===== src/rtl/crc_serial_engine.sv =====
// Serial CRC engine for the USB bit path: accumulate, residue check and
// complemented-CRC generation. Define CRC_ERR_CNT_EN to add err_cnt/err_clr.
module crc_serial_engine #(
    parameter int unsigned      WIDTH   = 16,
    parameter logic [WIDTH-1:0] POLY    = 16'h8005,
    parameter logic [WIDTH-1:0] INIT    = '1,
    parameter logic [WIDTH-1:0] RESIDUE = 16'h800D
) (
    input  logic             clk,
    input  logic             rst,
    input  logic             init,
    input  logic             bit_en,
    input  logic             crc_en,
    input  logic             d_in,
    input  logic             gen_start,
    input  logic             check,
    output logic             crc_out,
    output logic             crc_out_valid,
    output logic             gen_busy,
    output logic             gen_done,
    output logic             check_valid,
    output logic             crc_ok,
    output logic [WIDTH-1:0] crc_value
`ifdef CRC_ERR_CNT_EN
    ,
    output logic [7:0]       err_cnt,
    input  logic             err_clr
`endif
);

    if (WIDTH < 3 || WIDTH > 32) begin : g_bad_width
        $error("crc_serial_engine: WIDTH must be within 3..32");
    end

    localparam int unsigned    CW   = $clog2(WIDTH);
    localparam logic [CW-1:0]  LAST = CW'(WIDTH - 1);

    typedef enum logic {ACCUM, GEN} state_t;

    state_t           state_q, state_d;
    logic [WIDTH-1:0] r_q, r_d;
    logic [CW-1:0]    cnt_q, cnt_d;
    logic             gen_done_q, gen_done_d;
    logic             check_valid_q, check_valid_d;
    logic             crc_ok_q, crc_ok_d;
    logic             fb;
    logic [WIDTH-1:0] r_upd;

    always_ff @(posedge clk) begin
        if (rst) begin
            state_q       <= ACCUM;
            r_q           <= INIT;
            cnt_q         <= '0;
            gen_done_q    <= 1'b0;
            check_valid_q <= 1'b0;
            crc_ok_q      <= 1'b0;
        end else begin
            state_q       <= state_d;
            r_q           <= r_d;
            cnt_q         <= cnt_d;
            gen_done_q    <= gen_done_d;
            check_valid_q <= check_valid_d;
            crc_ok_q      <= crc_ok_d;
        end
    end

    always_comb begin
        state_d       = state_q;
        r_d           = r_q;
        cnt_d         = cnt_q;
        gen_done_d    = 1'b0;
        check_valid_d = 1'b0;
        crc_ok_d      = crc_ok_q;
        crc_out       = 1'b0;
        crc_out_valid = 1'b0;
        gen_busy      = 1'b0;
        fb            = d_in ^ r_q[WIDTH-1];
        r_upd         = {r_q[WIDTH-2:0], 1'b0} ^ (fb ? POLY : '0);

        case (state_q)
            ACCUM: begin
                if (gen_start) begin
                    state_d = GEN;
                    cnt_d   = '0;
                end else begin
                    // Compare sees the register before any same-cycle update.
                    if (check) begin
                        check_valid_d = 1'b1;
                        crc_ok_d      = (r_q == RESIDUE);
                    end
                    if (bit_en && crc_en) begin
                        r_d = r_upd;
                    end
                end
            end
            GEN: begin
                gen_busy      = 1'b1;
                crc_out       = ~r_q[WIDTH-1];
                crc_out_valid = bit_en;
                if (bit_en) begin
                    r_d = {r_q[WIDTH-2:0], 1'b0};
                    if (cnt_q == LAST) begin
                        state_d    = ACCUM;
                        gen_done_d = 1'b1;
                        cnt_d      = '0;
                    end else begin
                        cnt_d = cnt_q + 1'b1;
                    end
                end
            end
            default: state_d = ACCUM;
        endcase

        // init overrides whatever the state logic chose, in either state.
        if (init) begin
            state_d       = ACCUM;
            r_d           = INIT;
            cnt_d         = '0;
            gen_done_d    = 1'b0;
            check_valid_d = 1'b0;
            crc_ok_d      = crc_ok_q;
        end
    end

    assign crc_value   = r_q;
    assign gen_done    = gen_done_q;
    assign check_valid = check_valid_q;
    assign crc_ok      = crc_ok_q;

`ifdef CRC_ERR_CNT_EN
    logic [7:0] err_cnt_q;

    always_ff @(posedge clk) begin
        if (rst) begin
            err_cnt_q <= '0;
        end else if (err_clr) begin
            err_cnt_q <= '0;
        end else if (check_valid_q && !crc_ok_q && (err_cnt_q != 8'hFF)) begin
            err_cnt_q <= err_cnt_q + 8'd1;
        end
    end

    assign err_cnt = err_cnt_q;
`endif

endmodule


===== config.mk =====
export PLATFORM = sky130hd
export DESIGN_NAME = crc_serial_engine
export DESIGN_NICKNAME = d
export VERILOG_FILES = /design/src/rtl/crc_serial_engine.sv
export SDC_FILE = /design/constraint.sdc
export NUM_CORES = 1
export LEC_CHECK = 0
export ABC_AREA = 0
export CORE_ASPECT_RATIO = 0.75
export CORE_MARGIN = 2
export CORE_UTILIZATION = 25
export CTS_BUF_LIST = sky130_fd_sc_hd__clkbuf_16
export DETAILED_ROUTE_END_ITERATION = 12
export HOLD_SLACK_MARGIN = 0.12
export PLACE_DENSITY = 0.47
export RECOVER_POWER = 100
export SYNTH_ARGS = -nofsm -noshare
export SYNTH_HDL_FRONTEND = slang
export SYNTH_SLANG_ARGS = --single-unit

===== constraint.sdc =====
create_clock -name clk -period 1.4 [get_ports clk]
set_input_delay 0.42 -clock clk [delete_from_list [all_inputs] [get_ports clk]]
set_output_delay 0.42 -clock clk [all_outputs]
set_load 0.005 [all_outputs]

# Word level (Yosys, flattened, before mapping)
# Index checks and enable logic that the tools add are counted.
# word_totals
register_bits,24
input_bits,8
out_inout_bits,22
wordCells,45
# classes
add_sub_neg,1
eq_ne,6
n_mux,18
n_bitwise,7
reduce_logical,7
# ops
cell,count
$mux W16,4
$pmux W16 S2,1
$eq A16 B16 Y1 const B,1
$xor A16 B16 Y16,1
$mux W4,3
$mux W1,8
$ne A2 B2 Y1 const B,4
$pmux W4 S2,1
$reduce_or A4 Y1,2
$not A1 Y1,5
$add A4 B1 Y4 const B,1
$eq A4 B4 Y1 const B,1
$reduce_and A4 Y1,1
$reduce_and A3 Y1,1
$pmux W1 S2,1
$reduce_and A2 Y1,1
$reduce_or A2 Y1,1
$logic_and A1 B1 Y1,1
$xor A1 B1 Y1,1

# Logic depth before layout (Yosys ltp)
# depth
word_depth,6
depth_mapped,5
mapped_depth_nobuf,4

# Worst setup path before layout
# OpenSTA, ideal clock, no wires.
# synth_path
kind,input to register
startpoint,input crc_en
endpoint,register r_q[10] (netlist: crc_value[10])
setup_ns,0.129
t_arrival_ns,1.095
required_time_ns,1.271
slack_ns,0.176
cell_stages,5
n_path_buf,2
cell_sequence,nor2b_2 > buf_6 > buf_4 > o211ai_1 > o211ai_1
# synth_via
elab_chain_len,3
# synth_rtl
element,line_no,rtl
from (decl),13,"input logic crc_en,"
$logic_and A1 B1 Y1,91,if (bit_en && crc_en) begin
$ne A2 B2 Y1 (no source line),--,
$reduce_and A3 Y1 (no source line),--,
to (signal assigned),59,r_q <= r_d;
to (decl),41,"logic [WIDTH-1:0] r_q, r_d;"
# No other way between the ends.
# A chain may end at the register's enable or synchronous reset.

# Final worst setup path
# layout_path
startpoint,register state_q
endpoint,output crc_out_valid
# layout_via
elab_chain_len,1
# layout_rtl
element,line_no,rtl
from (decl),40,"state_t state_q, state_d;"
from (signal assigned),58,state_q <= state_d;
$mux W1,80,case (state_q)
to (decl),18,"output logic crc_out_valid,"
# No other way between the ends.

==> impl_metrics.yaml <==
die:
  floorplan.initialDensity: 0.266
  std_cell_core_area_um2: 4570
  fp-row-count: 21
  die-area_um2: 5450
  floorplan.die.height_um: 64.4
  die_w_um: 84.6
  boundaryPins: 30
clock_network:
  clock_tree_root_driver_cell: "clkbuf_16"
  tritoncts.num_buffers: 3
  cts_max_path_buffers: 2
  tritoncts_clock_tree: "yes"
  clkLatencyLatePin_ns: 0.26
  number_of_buffers_added_to_fix_hold_violations_after_cts: 0
  number_of_levels_in_the_clock_h_tree: 1
  clock_input_transition_at_the_sequential_cells_of_the_worst_setup_and_hold_paths_ns: 0.07
  numClockSinks: 24
timing:
  grt_setup_unrepaired: "true"
  worst_pin_slew_ns: 0.359
  finalClockSkew_ns: 0.00933
  finalSetupViolCount: 0
  maxSlewHeadroom: 0.757
  slew_viol_final: 0
  achievable_freq_ghz: 0.730
  fin_crit_ns: 1.37
  final.period_utilization: 0.979
  fin_tns_setup_ns: 0
  hold_viol: 0
power_and_ir_drop:
  cellPowerDensity_nw_per_um2: 944
  vdd_drop_max_v: 0.000628
  static-leakage-power_uw: 0.000836
drt:
  vias_per_cell: 4.99
  route.final.wire_length_um: 3450
  vias: 1208
  drt_iter0_drc: 39
  average_detailed_routed_wire_length_per_instance_um: 14.3
  antenna_violating_nets_post_route: 0
  detail_route.drc_violations: 0
  drt_first_pass_iters: 4
layout:
  final_net_count: 195
  final_common_cell: "o211ai_1"
  drive_gt1_frac: 0.270
  finish.cell_count_without_fillers: 242
  final_cell_mix: "o211ai_1 (27), buf_4 (26), dlygate4sd2_1 (22)"
  synthToLayoutAreaGrowth_pct: 51.7
  n_diodes: 0
critical_path:
  crit_path_cell_trace: "buf_6 > nand2_2 > inv_1 > buf_2"
  critical_path_class: "flip-flop to primary output"
  cp.arrival_ns: 0.95
  cp_data_required_time_ns: 0.98
  critical_path.top_delay_family: "flip-flops"
  max_incr_delay_on_cp_ns: 0.34
  crit_path_end_kind: "primary output"
  critical_path_buf_inv_count: 3
  worst_path_fanout_max: 3
  type_of_origin_of_the_critical_path: "flip-flop"
  cpMaxStageDelayCell: "dfxtp_4"
yosys:
  seq_area_frac_synth: 0.395
  number_of_warnings_issued_by_yosys: 0
  async_reset_ff_frac: 0
  synth_fp_nets: 138
  synth_enable_flop_cells: 0
  postSynthCellCount: 129
  ys_seq_elements: 24
  synth_cell_types: 36
  most_instantiated_flip_flop_cell_in_the_synthesis_netlist: "dfxtp_1"
  avgSynthCellArea_um2: 9.44
  netlist_area_um2: 1220
place:
  port-buffer-count: 29
  place.detailed.hpwl_um: 2520
  place_inst: 230
  place.gp.congestion: 0.795
flow_run:
  drv.max_cap_violation_count: 0
global_routing:
  grt_overflow: 0
  number_of_antenna_violations_at_the_first_check_in_global_routing: 0
  first_global_vias: 1151
  grt_max_degree: 24
  grt_first_pass_wirelength_um: 5630
  grt_util_all_layers: 0.132
run_status:
  status: "completed"
worst_hold_path:
  hold_removal_path_class: "flip-flop to flip-flop"
-- cells in the mapped netlist, types with 3 or more instances --
library cell	number	area, µm²
o211ai_1	27	203
inv_1	17	63.8
buf_4	3	22.5
and4_1	3	26.3
nor2_1	4	15.0
buf_2	3	15.0
buf_6	4	45.0
nand2_1	5	18.8
dfxtp_1	24	480
nor3_1	3	15.0
a21oi_1	3	15.0
-- area by class of cell --
type / count / area, µm²
Clock buffer: 3 / 75.1
Inverter: 17 / 66.3
Timing Repair Buffer: 62 / 509
Fill cell: 487 / 2730
Clock inverter: 1 / 30.0
Tap cell: 57 / 71.3
Multi-Input combinational cell: 78 / 608
Sequential cell: 24 / 487
-- cells by family after synthesis --
kind of cell	synth area share
AOI/OAI and AO/OA	0.280
xor gates and xnor gates	0.00720
adders and majority gates	0.0103
buffers and inverters	0.120
DFF	0.395
muxes	0.00822
and+or+nand+nor	0.180
-- where the power goes --
part	switching [µW]	total (µW)	internal [µW]
Sequential	11.2	709	698
Combinational	111	220	109
Clock	247	815	568
-- routing by layer --
layer  routed length [µm]  GRT usage  part of all wire
met5                    0          0                 0
met4                   30     0.0357            0.0087
met2                 1500      0.196              0.43
met1                 1750      0.187              0.51
met3                  169     0.0395             0.049
-- path summary, 6_finish.rpt --
check / from / to / slack (ns) / cells past startpoint
worst max-delay path: state_q / crc_out_valid / 0.03 / 4
worst min-delay path: cnt_q[0] / cnt_q[0] / 0.49 / 2
worst max register to register: state_q / crc_ok / 0.08 / 5
worst min register to register: cnt_q[0] / cnt_q[0] / 0.49 / 2
-- worst register-to-register path: cells and delay by family (launching register included) --
kind | cells | cell delay (ns)
AOI/OAI and AO/OA | 1 | 0.25
buffers and inverters | 2 | 0.32
DFF | 1 | 0.34
and+or+nand+nor | 2 | 0.30
-- metrics by stage --
stage	area [µm²]	hold slack (ns)	utilization	power (µW)	setup slack (ns)
2_1_floorplan	1220	0.455	-	833	0.176
3_3_place_gp	1680	0.470	0.368	941	-0.550
3_5_place_dp	1680	0.487	0.368	943	-0.568
4_1_cts	1870	0.497	0.408	1770	0.0103
5_1_grt	1850	0.526	0.404	1820	-0.0250
6_report	1850	0.495	0.404	1740	0.0297
-- what timing repair did --
action,CTS,global route
setup buffers,9,0
endpoints found under the setup margin,42,20
pin swaps,3,3
gates cloned,0,0
hold endpoints to repair,0,0
gates resized for setup,59,11
-- flip-flops by register name (all words and copies together), names as in the netlist --
name         cells
check_valid      1
cnt_q            4
crc_ok           1
crc_value       16
gen_done         1
state_q          1
No activity file was read; power rests on OpenSTA's default activity.
